## src/rtl/pic_prio_pkg.sv

```systemverilog
// Shared constants for the priority interrupt controller: the CSR byte
// addresses, the interrupt ID width, the CLAIM valid-bit position, and a
// helper that builds the CLAIM read word.
package pic_prio_pkg;

  localparam int ID_W          = 6;
  localparam int CLAIM_VLD_BIT = 31;

  localparam logic [7:0] A_VERSION   = 8'h00;
  localparam logic [7:0] A_NAME      = 8'h04;
  localparam logic [7:0] A_EDGE      = 8'h10;
  localparam logic [7:0] A_POL       = 8'h14;
  localparam logic [7:0] A_ENABLE    = 8'h18;
  localparam logic [7:0] A_PENDING   = 8'h1C;
  localparam logic [7:0] A_CLEAR     = 8'h20;
  localparam logic [7:0] A_IRQ_IN    = 8'h24;
  localparam logic [7:0] A_THRESH    = 8'h28;
  localparam logic [7:0] A_CLAIM     = 8'h2C;
  localparam logic [7:0] A_COMPLETE  = 8'h30;
  localparam logic [7:0] A_INSERVICE = 8'h34;
  localparam logic [7:0] A_PRIO_BASE = 8'h40;

  // Successful claim word: valid flag at the top, source ID at the bottom.
  function automatic logic [31:0] claim_word(input logic [ID_W-1:0] id);
    logic [31:0] w;
    w                = '0;
    w[CLAIM_VLD_BIT] = 1'b1;
    w[ID_W-1:0]      = id;
    return w;
  endfunction

endpackage

```

## src/rtl/pic_prio_if.sv

```systemverilog
// CSR bus between a host and the interrupt controller.
//   addr  : CSR byte address
//   rden  : read strobe; rdata is valid the cycle after
//   wren  : write strobe, wdata written on the same edge
//   rdata : registered read data
interface pic_prio_if;
  logic [7:0]  addr;
  logic        rden;
  logic        wren;
  logic [31:0] wdata;
  logic [31:0] rdata;

  modport master (output addr, rden, wren, wdata, input rdata);
  modport slave  (input addr, rden, wren, wdata, output rdata);
endinterface

```

## src/rtl/pic_prio_arbiter.sv

```systemverilog
// Picks the highest-priority eligible source (lowest index on ties) and
// registers the result.
//   clk, reset  : clock, synchronous active-high reset
//   elig_i      : eligible source vector
//   prio_i      : per-source priority
//   best_vld_o  : some source is eligible
//   best_id_o   : winning source (0 when none)
//   best_prio_o : winning priority (0 when none)
module pic_prio_arbiter
  import pic_prio_pkg::*;
#(
  parameter int NUM_IRQ   = 32,
  parameter int PRIO_BITS = 3
) (
  input  logic                               clk,
  input  logic                               reset,
  input  logic [NUM_IRQ-1:0]                 elig_i,
  input  logic [NUM_IRQ-1:0][PRIO_BITS-1:0]  prio_i,
  output logic                               best_vld_o,
  output logic [ID_W-1:0]                    best_id_o,
  output logic [PRIO_BITS-1:0]               best_prio_o
);

  logic                 vld_d, vld_q;
  logic [ID_W-1:0]      id_d, id_q;
  logic [PRIO_BITS-1:0] prio_d, prio_q;

  // Ascending scan with strict '>' keeps the lowest index on ties.
  always_comb begin
    vld_d  = 1'b0;
    id_d   = '0;
    prio_d = '0;
    for (int k = 0; k < NUM_IRQ; k++) begin
      if (elig_i[k] && (!vld_d || prio_i[k] > prio_d)) begin
        vld_d  = 1'b1;
        id_d   = ID_W'(k);
        prio_d = prio_i[k];
      end
    end
  end

  always_ff @(posedge clk) begin
    if (reset) begin
      vld_q  <= 1'b0;
      id_q   <= '0;
      prio_q <= '0;
    end else begin
      vld_q  <= vld_d;
      id_q   <= id_d;
      prio_q <= prio_d;
    end
  end

  assign best_vld_o  = vld_q;
  assign best_id_o   = id_q;
  assign best_prio_o = prio_q;

endmodule

```

## src/rtl/pic_prio_core.sv

```systemverilog
// Priority interrupt controller core: per-source edge/level detection,
// pending/in-service tracking, threshold and nested-priority masking,
// claim/complete protocol over a small CSR bus.
//   clk, reset : clock, synchronous active-high reset
//   bus        : CSR slave port (addr/rden/wren/wdata/rdata)
//   irq_in     : clk-synchronous request lines
//   irq_out    : registered CPU interrupt request
//   irq_id     : registered ID of the current best candidate
module pic_prio_core
  import pic_prio_pkg::*;
#(
  parameter int          NUM_IRQ   = 32,
  parameter int          PRIO_BITS = 3,
  parameter logic [31:0] VERSION   = 32'h2024_0901,
  parameter logic [31:0] NAME      = "PICP"
) (
  input  logic               clk,
  input  logic               reset,
  pic_prio_if.slave          bus,
  input  logic [NUM_IRQ-1:0] irq_in,
  output logic               irq_out,
  output logic [ID_W-1:0]    irq_id
);

  logic [NUM_IRQ-1:0]                edge_q, pol_q, en_q;
  logic [NUM_IRQ-1:0]                pend_q, pend_d;
  logic [NUM_IRQ-1:0]                insv_q, insv_d;
  logic [NUM_IRQ-1:0]                irq_dly_q;
  logic [NUM_IRQ-1:0][PRIO_BITS-1:0] prio_q;
  logic [PRIO_BITS-1:0]              thr_q;
  logic [31:0]                       rdata_q, rdata_d;

  logic [NUM_IRQ-1:0]   evt, elig, clr_mask, cmpl_mask, claim_mask, best_oh;
  logic [PRIO_BITS-1:0] run_prio;
  logic                 best_vld;
  logic [ID_W-1:0]      best_id;
  logic [PRIO_BITS-1:0] best_prio;
  logic                 claim_ok;
  logic [ID_W-1:0]      prio_idx;
  logic                 prio_hit;

  // Per-source event detect against the one-cycle delayed input copy.
  always_comb begin
    for (int k = 0; k < NUM_IRQ; k++) begin
      if (edge_q[k])
        evt[k] = en_q[k] & (pol_q[k] ? (irq_in[k] & ~irq_dly_q[k])
                                     : (~irq_in[k] & irq_dly_q[k]));
      else
        evt[k] = en_q[k] & (irq_in[k] == pol_q[k]);
    end
  end

  // Running priority: highest priority currently in service.
  always_comb begin
    run_prio = '0;
    for (int k = 0; k < NUM_IRQ; k++)
      if (insv_q[k] && prio_q[k] > run_prio) run_prio = prio_q[k];
  end

  // PRIO 0 drops out naturally since nothing is strictly above THRESHOLD 0.
  always_comb begin
    for (int k = 0; k < NUM_IRQ; k++)
      elig[k] = pend_q[k] & en_q[k] & (prio_q[k] > thr_q) & (prio_q[k] > run_prio);
  end

  pic_prio_arbiter #(.NUM_IRQ(NUM_IRQ), .PRIO_BITS(PRIO_BITS)) u_arb (
    .clk         (clk),
    .reset       (reset),
    .elig_i      (elig),
    .prio_i      (prio_q),
    .best_vld_o  (best_vld),
    .best_id_o   (best_id),
    .best_prio_o (best_prio)
  );

  assign irq_out = best_vld;
  assign irq_id  = best_id;

  // One-hot of the registered winner; the claim re-checks PENDING because
  // the winner may have been cleared since it was registered.
  always_comb begin
    for (int k = 0; k < NUM_IRQ; k++)
      best_oh[k] = (best_id == ID_W'(k));
  end

  assign claim_ok = bus.rden && (bus.addr == A_CLAIM) && best_vld && |(pend_q & best_oh);

  always_comb begin
    claim_mask = claim_ok ? best_oh : '0;
    clr_mask   = (bus.wren && bus.addr == A_CLEAR) ? bus.wdata[NUM_IRQ-1:0] : '0;
    for (int k = 0; k < NUM_IRQ; k++)
      cmpl_mask[k] = bus.wren && (bus.addr == A_COMPLETE) && (bus.wdata[ID_W-1:0] == ID_W'(k));
    // New events win over a same-cycle clear or claim.
    pend_d = (pend_q & ~clr_mask & ~claim_mask) | evt;
    insv_d = (insv_q & ~cmpl_mask) | claim_mask;
  end

  // PRIO[k] lives at 0x40 + 4*k.
  assign prio_idx = bus.addr[7:2] - A_PRIO_BASE[7:2];
  assign prio_hit = (bus.addr >= A_PRIO_BASE) && (bus.addr[1:0] == 2'b00);

  always_comb begin
    rdata_d = '0;
    case (bus.addr)
      A_VERSION:   rdata_d = VERSION;
      A_NAME:      rdata_d = NAME;
      A_EDGE:      rdata_d[NUM_IRQ-1:0] = edge_q;
      A_POL:       rdata_d[NUM_IRQ-1:0] = pol_q;
      A_ENABLE:    rdata_d[NUM_IRQ-1:0] = en_q;
      A_PENDING:   rdata_d[NUM_IRQ-1:0] = pend_q;
      A_IRQ_IN:    rdata_d[NUM_IRQ-1:0] = irq_in;
      A_THRESH:    rdata_d[PRIO_BITS-1:0] = thr_q;
      A_CLAIM:     if (claim_ok) rdata_d = claim_word(best_id);
      A_INSERVICE: rdata_d[NUM_IRQ-1:0] = insv_q;
      default: begin
        for (int k = 0; k < NUM_IRQ; k++)
          if (prio_hit && prio_idx == ID_W'(k)) rdata_d[PRIO_BITS-1:0] = prio_q[k];
      end
    endcase
  end

  always_ff @(posedge clk) begin
    if (reset) begin
      edge_q    <= '0;
      pol_q     <= '0;
      en_q      <= '0;
      pend_q    <= '0;
      insv_q    <= '0;
      irq_dly_q <= '0;
      prio_q    <= '0;
      thr_q     <= '0;
      rdata_q   <= '0;
    end else begin
      irq_dly_q <= irq_in;
      pend_q    <= pend_d;
      insv_q    <= insv_d;
      if (bus.rden) rdata_q <= rdata_d;
      if (bus.wren) begin
        case (bus.addr)
          A_EDGE:   edge_q <= bus.wdata[NUM_IRQ-1:0];
          A_POL:    pol_q  <= bus.wdata[NUM_IRQ-1:0];
          A_ENABLE: en_q   <= bus.wdata[NUM_IRQ-1:0];
          A_THRESH: thr_q  <= bus.wdata[PRIO_BITS-1:0];
          default: begin
            for (int k = 0; k < NUM_IRQ; k++)
              if (prio_hit && prio_idx == ID_W'(k)) prio_q[k] <= bus.wdata[PRIO_BITS-1:0];
          end
        endcase
      end
    end
  end

  assign bus.rdata = rdata_q;

endmodule
```

## src/flat_wrapper.sv

```systemverilog
// flat-port wrapper written by rule: the top's interface ports become plain ports
module pic_prio_core_flat import pic_prio_pkg::*;
#(
  parameter int          NUM_IRQ   = 32,
  parameter int          PRIO_BITS = 3,
  parameter logic [31:0] VERSION   = 32'h2024_0901,
  parameter logic [31:0] NAME      = "    "
)
  (clk, reset, irq_in, irq_out, irq_id, bus_addr, bus_rden, bus_wren, bus_wdata, bus_rdata);
  pic_prio_if bus_i ();
  input  logic clk;
  input  logic reset;
  input  logic [NUM_IRQ-1:0] irq_in;
  output logic irq_out;
  output logic [ID_W-1:0] irq_id;
  input wire logic [$bits(bus_i.addr)-1:0] bus_addr;
  input wire logic [$bits(bus_i.rden)-1:0] bus_rden;
  input wire logic [$bits(bus_i.wren)-1:0] bus_wren;
  input wire logic [$bits(bus_i.wdata)-1:0] bus_wdata;
  output wire logic [$bits(bus_i.rdata)-1:0] bus_rdata;
  assign bus_i.addr = bus_addr;
  assign bus_i.rden = bus_rden;
  assign bus_i.wren = bus_wren;
  assign bus_i.wdata = bus_wdata;
  assign bus_rdata = bus_i.rdata;
  pic_prio_core #(.NUM_IRQ(NUM_IRQ), .PRIO_BITS(PRIO_BITS), .VERSION(VERSION), .NAME(NAME)) u_core (.clk(clk), .reset(reset), .bus(bus_i), .irq_in(irq_in), .irq_out(irq_out), .irq_id(irq_id));
endmodule
```

## config.mk

```make
export PLATFORM = sky130hd
export DESIGN_NAME = pic_prio_core_flat
export DESIGN_NICKNAME = d
export VERILOG_FILES = /design/src/rtl/pic_prio_pkg.sv /design/src/rtl/pic_prio_if.sv /design/src/rtl/pic_prio_arbiter.sv /design/src/rtl/pic_prio_core.sv /design/src/flat_wrapper.sv
export SDC_FILE = /design/constraint.sdc
export NUM_CORES = 1
export LEC_CHECK = 0
export ABC_AREA = 1
export BUFFER_PORTS_ARGS = -buffer_cell sky130_fd_sc_hd__buf_4
export CELL_PAD_IN_SITES_DETAIL_PLACEMENT = 0
export CELL_PAD_IN_SITES_GLOBAL_PLACEMENT = 2
export CORE_MARGIN = 2
export CORE_UTILIZATION = 32
export DETAILED_ROUTE_END_ITERATION = 12
export GPL_ROUTABILITY_DRIVEN = 0
export PLACE_DENSITY = 0.82
export SLEW_MARGIN = 40
export SYNTH_ARGS = -nofsm -noshare
export SYNTH_HDL_FRONTEND = slang
export SYNTH_SLANG_ARGS = --single-unit
```

## constraint.sdc

```tcl
create_clock -name clk -period 62.7 [get_ports clk]
set_clock_uncertainty 0.1 [all_clocks]
set_input_delay 3.135 -clock clk [delete_from_list [all_inputs] [get_ports clk]]
set_output_delay 3.135 -clock clk [all_outputs]
set_load 0.02 [all_outputs]
```

==> impl_metrics.sql <==
INSERT INTO impl_metrics (metric_group, metric, value, unit) VALUES
('critical_path', 'reg2reg_setup_slack', '1.98', 'ns'),
('global_routing', 'gr_usage_total', '0.263', ''),
('layout', 'syn2layout_area_growth', '33.1', '%'),
('power_and_ir_drop', 'power.density_cell_area', '14.6', 'nW/um^2'),
('drt', 'dr_wl_met2', '50.5', 'mm'),
('placed_design', 'numPlacedInstances', '5123', ''),
('sta', 'worst_slew_pin_slew', '1.10', 'ns'),
('critical_path', 'rr_worst_depth', '522', ''),
('global_routing', 'grt_first_pass_wirelength', '159', 'mm'),
('yosys', 'synth_xor_xnor_area_share', '0.000353', ''),
('critical_path', 'crit_path_end_kind', 'flop', ''),
('placed_design', 'placement.setup.worst_slack', '-6.63', 'ns'),
('sta', 'post-route-period-util', '0.968', ''),
('yosys', 'complex_gate_fraction_of_the_synthesized_area', '0.276', ''),
('hold_path', 'worstHoldPathCells', '2', ''),
('sta', 'timing_hold_violations_final', '0', ''),
('yosys', 'synthTopCellsByArea', 'sky130_fd_sc_hd__dfxtp_1 27%, sky130_fd_sc_hd__ha_1 12%, sky130_fd_sc_hd__nand2_1 11%', ''),
('sta', 'report.final.setup_viol', '0', ''),
('global_routing', 'globalRoute.totalOverflow', '0', ''),
('critical_path', 'arrival', '61.09', 'ns'),
('drt', 'met1Wirelength', '47.3', 'mm'),
('critical_path', 'critical_path.max_fanout', '7', ''),
('sta', 'whs', '0.359', 'ns'),
('critical_path', 'buffering_stage_count_on_the_worst_path_with_inverters_included', '72', ''),
('global_routing', 'pin_count_of_the_biggest_net_entering_global_routing', '77', ''),
('drt', 'detail_route.iter0.violations', '2131', ''),
('floorplanning', 'ioPinCount', '115', ''),
('yosys', 'mux_cell_area_share_after_synthesis', '0', ''),
('critical_path', 'regToRegEndpoint', 'u_core.u_arb.best_id_o[4]$_SDFF_PP0_', ''),
('critical_path', 'cpLargestDelayFamily', 'simple AND/OR/NAND/NOR gates', ''),
('yosys', 'post_synth_fa_ha_maj_area_fraction', '0.117', ''),
('critical_path', 'cell_type_of_the_slowest_stage_on_the_worst_timing_path', 'sky130_fd_sc_hd__dfxtp_4', ''),
('layout', 'final_nets', '4529', ''),
('critical_path', 'cp_num_cells', '522', ''),
('clock_network', 'path_clk_slew', '0.06', 'ns'),
('drt', 'detailedRoute.firstPassIterationCount', '5', ''),
('floorplanning', 'chipHeight', '282', 'um'),
('run_status', 'outcome', 'finished clean', ''),
('critical_path', 'cpMostUsedCell', 'sky130_fd_sc_hd__nand2_2', ''),
('clock_network', 'cts_made_buffers', '42', ''),
('clock_network', 'cts.hold.buffers_added', '0', ''),
('sta', 'fin_ws', '1.98', 'ns'),
('yosys', 'largest_family_of_logic_cells_by_synthesized_area', 'compound AO/OA/AOI/OAI gates', ''),
('layout', 'final_cell_count_no_fill', '5289', ''),
('yosys', 'synth_area_leader_cell', 'sky130_fd_sc_hd__dfxtp_1', ''),
('hold_path', 'worst_hold_path_type', 'flop to flop', ''),
('yosys', 'synth-main-ff-cell', 'sky130_fd_sc_hd__dfxtp_1', ''),
('floorplanning', 'floorplan.initialDensity', '0.322', ''),
('clock_network', 'cts.sinks', '329', ''),
('drt', 'detailroute.via_count', '28000', ''),
('critical_path', 'r2r-start', 'u_core.prio_q[1]$_SDFFE_PP0P_', ''),
('drt', 'drt.antenna.violating_nets', '0', ''),
('floorplanning', 'fp.dieArea', '79700', 'sq um'),
('flow_run', 'cap_viol_max_count', '0', ''),
('sta', 'maxSlewViolCount', '0', ''),
('sta', 'grt_setup_unrepaired', 'yes', ''),
('placed_design', 'detailedPlacementHpwl', '80.4', 'mm'),
('critical_path', 'timing.critical_path.slowest_cell_delay', '0.36', 'ns'),
('power_and_ir_drop', 'power_leakage', '14.0', 'nW'),
('yosys', 'ffs_w_async_s_r_synth', '0', ''),
('hold_path', 'hold_end', 'u_core.pend_q[19]$_SDFF_PP0_', ''),
('power_and_ir_drop', 'vdd_drop_max', '0.0000163', 'V'),
('global_routing', 'grt_antenna_before_repair', '0', ''),
('floorplanning', 'floorplan.die.width', '282', 'um'),
('drt', 'routed.top_layer', 'met4', ''),
('yosys', 'yosys_register_bits', '329', ''),
('yosys', 'yosys_warnings', '0', ''),
('yosys', 'synthesis.area_per_instance', '6.57', 'sq um'),
('drt', 'drt-vias-per-instance', '5.30', ''),
('yosys', 'edff_count_synth', '0', ''),
('layout', 'post_route_cells_drive_above_1_share', '0.256', '');
state kept, by name (all words and copies together), names as in the netlist:
name                     cells
u_core.prio_q               96
u_core.thr_q                 3
u_core.edge_q               32
u_core.bus.rdata            32
u_core.u_arb.best_vld_o      1
u_core.en_q                 32
u_core.insv_q               32
u_core.u_arb.best_id_o       5
u_core.pend_q               32
u_core.irq_dly_q            32
u_core.pol_q                32
what timing repair did:
item	CTS	global route
gates resized for setup	220	387
setup buffers	21	77
setup endpoints to repair	5	5
pin swaps	72	331
cells in the final DEF, fill, tap and decap left out, types with 12 or more instances in the layout:
cell / instances
sky130_fd_sc_hd__a211oi_1: 35
sky130_fd_sc_hd__a21oi_1: 412
sky130_fd_sc_hd__a21oi_2: 12
sky130_fd_sc_hd__a221oi_1: 19
sky130_fd_sc_hd__a311oi_1: 39
sky130_fd_sc_hd__a31oi_1: 12
sky130_fd_sc_hd__buf_4: 513
sky130_fd_sc_hd__clkbuf_16: 43
sky130_fd_sc_hd__clkbuf_8: 12
sky130_fd_sc_hd__dfxtp_1: 326
sky130_fd_sc_hd__ha_1: 196
sky130_fd_sc_hd__ha_4: 35
sky130_fd_sc_hd__inv_1: 466
sky130_fd_sc_hd__inv_2: 19
sky130_fd_sc_hd__nand2_1: 600
sky130_fd_sc_hd__nand2_2: 170
sky130_fd_sc_hd__nand2_4: 68
sky130_fd_sc_hd__nand3_1: 176
sky130_fd_sc_hd__nand3_2: 36
sky130_fd_sc_hd__nand4_1: 26
sky130_fd_sc_hd__nor2_1: 244
sky130_fd_sc_hd__nor2_2: 13
sky130_fd_sc_hd__nor3_1: 24
sky130_fd_sc_hd__o2111ai_1: 20
sky130_fd_sc_hd__o211ai_1: 38
sky130_fd_sc_hd__o21ai_0: 308
sky130_fd_sc_hd__o21ai_1: 59
sky130_fd_sc_hd__o21ai_2: 65
sky130_fd_sc_hd__o21ai_4: 25
sky130_fd_sc_hd__o221ai_1: 14
sky130_fd_sc_hd__o22ai_1: 70
sky130_fd_sc_hd__o31ai_1: 14
sky130_fd_sc_hd__o32ai_2: 12
through the flow:
| step | area [sq um] | power, W | setup TNS, ns |
|---|---|---|---|
| floorplan | 24800 | 0.000229 | 0 |
| global placement | 28800 | 0.000242 | -23.20 |
| detailed placement | 28800 | 0.000242 | -31.74 |
| CTS | 30900 | 0.000483 | -0.397 |
| global route | 33000 | 0.000495 | -13.98 |
| finish | 33000 | 0.000482 | 0 |
routing by layer:
metal	track usage	up-vias
li1	-	13900
met1	0.347	13200
met4	0.0879	0
met5	0	-
met3	0.0502	128
met2	0.430	771
cells by family (layout without fill, tap and decap cells):
kind of cell,after synthesis,after routing
compound gates,1195,1195
xor+xnor,1,1
fa+ha+maj,231,231
buf+inv,616,1091
flops,329,329
other cells,1,2
simple gates,1400,1400
worst max path at each step:
stage	end	slack, ns
after floorplan	u_core.u_arb.best_id_o[4]$_SDFF_PP0_	0.24
after global placement	u_core.u_arb.best_id_o[3]$_SDFF_PP0_	-4.92
after detailed placement	u_core.u_arb.best_id_o[3]$_SDFF_PP0_	-6.63
after CTS	u_core.u_arb.best_id_o[4]$_SDFF_PP0_	-0.21
after global routing	u_core.u_arb.best_id_o[4]$_SDFF_PP0_	-2.96
final	u_core.u_arb.best_id_o[4]$_SDFF_PP0_	1.98
area by class of cell:
type	count	area, sq um
clock inverters	7	60.1
flip-flops and latches	329	6600
multi-input cells	2828	17900
clock buffers	63	1270
inverters	501	1930
repair buffers	520	3930
diodes	1	2.50
fillers	8260	44100
well taps	1040	1300
power by group:
part	switching [W]	internal [W]	leakage [nW]	total [W]
Combinational	0.0000194	0.00000777	10.6	0.0000271
Sequential	0.000000949	0.000211	2.66	0.000211
Clock	0.000104	0.000139	0.655	0.000243
worst reg2reg max path, delay by kind of cell, from the launching register on:
kind	cells	cell delay, ns
adder cells (fa/ha/maj)	63	16.89
AND/OR/NAND/NOR	249	21.92
AO/OA/AOI/OAI	138	16.99
buffers and inverters	72	4.46
flip-flops	1	0.36
No activity file was read; power rests on OpenSTA's default activity.
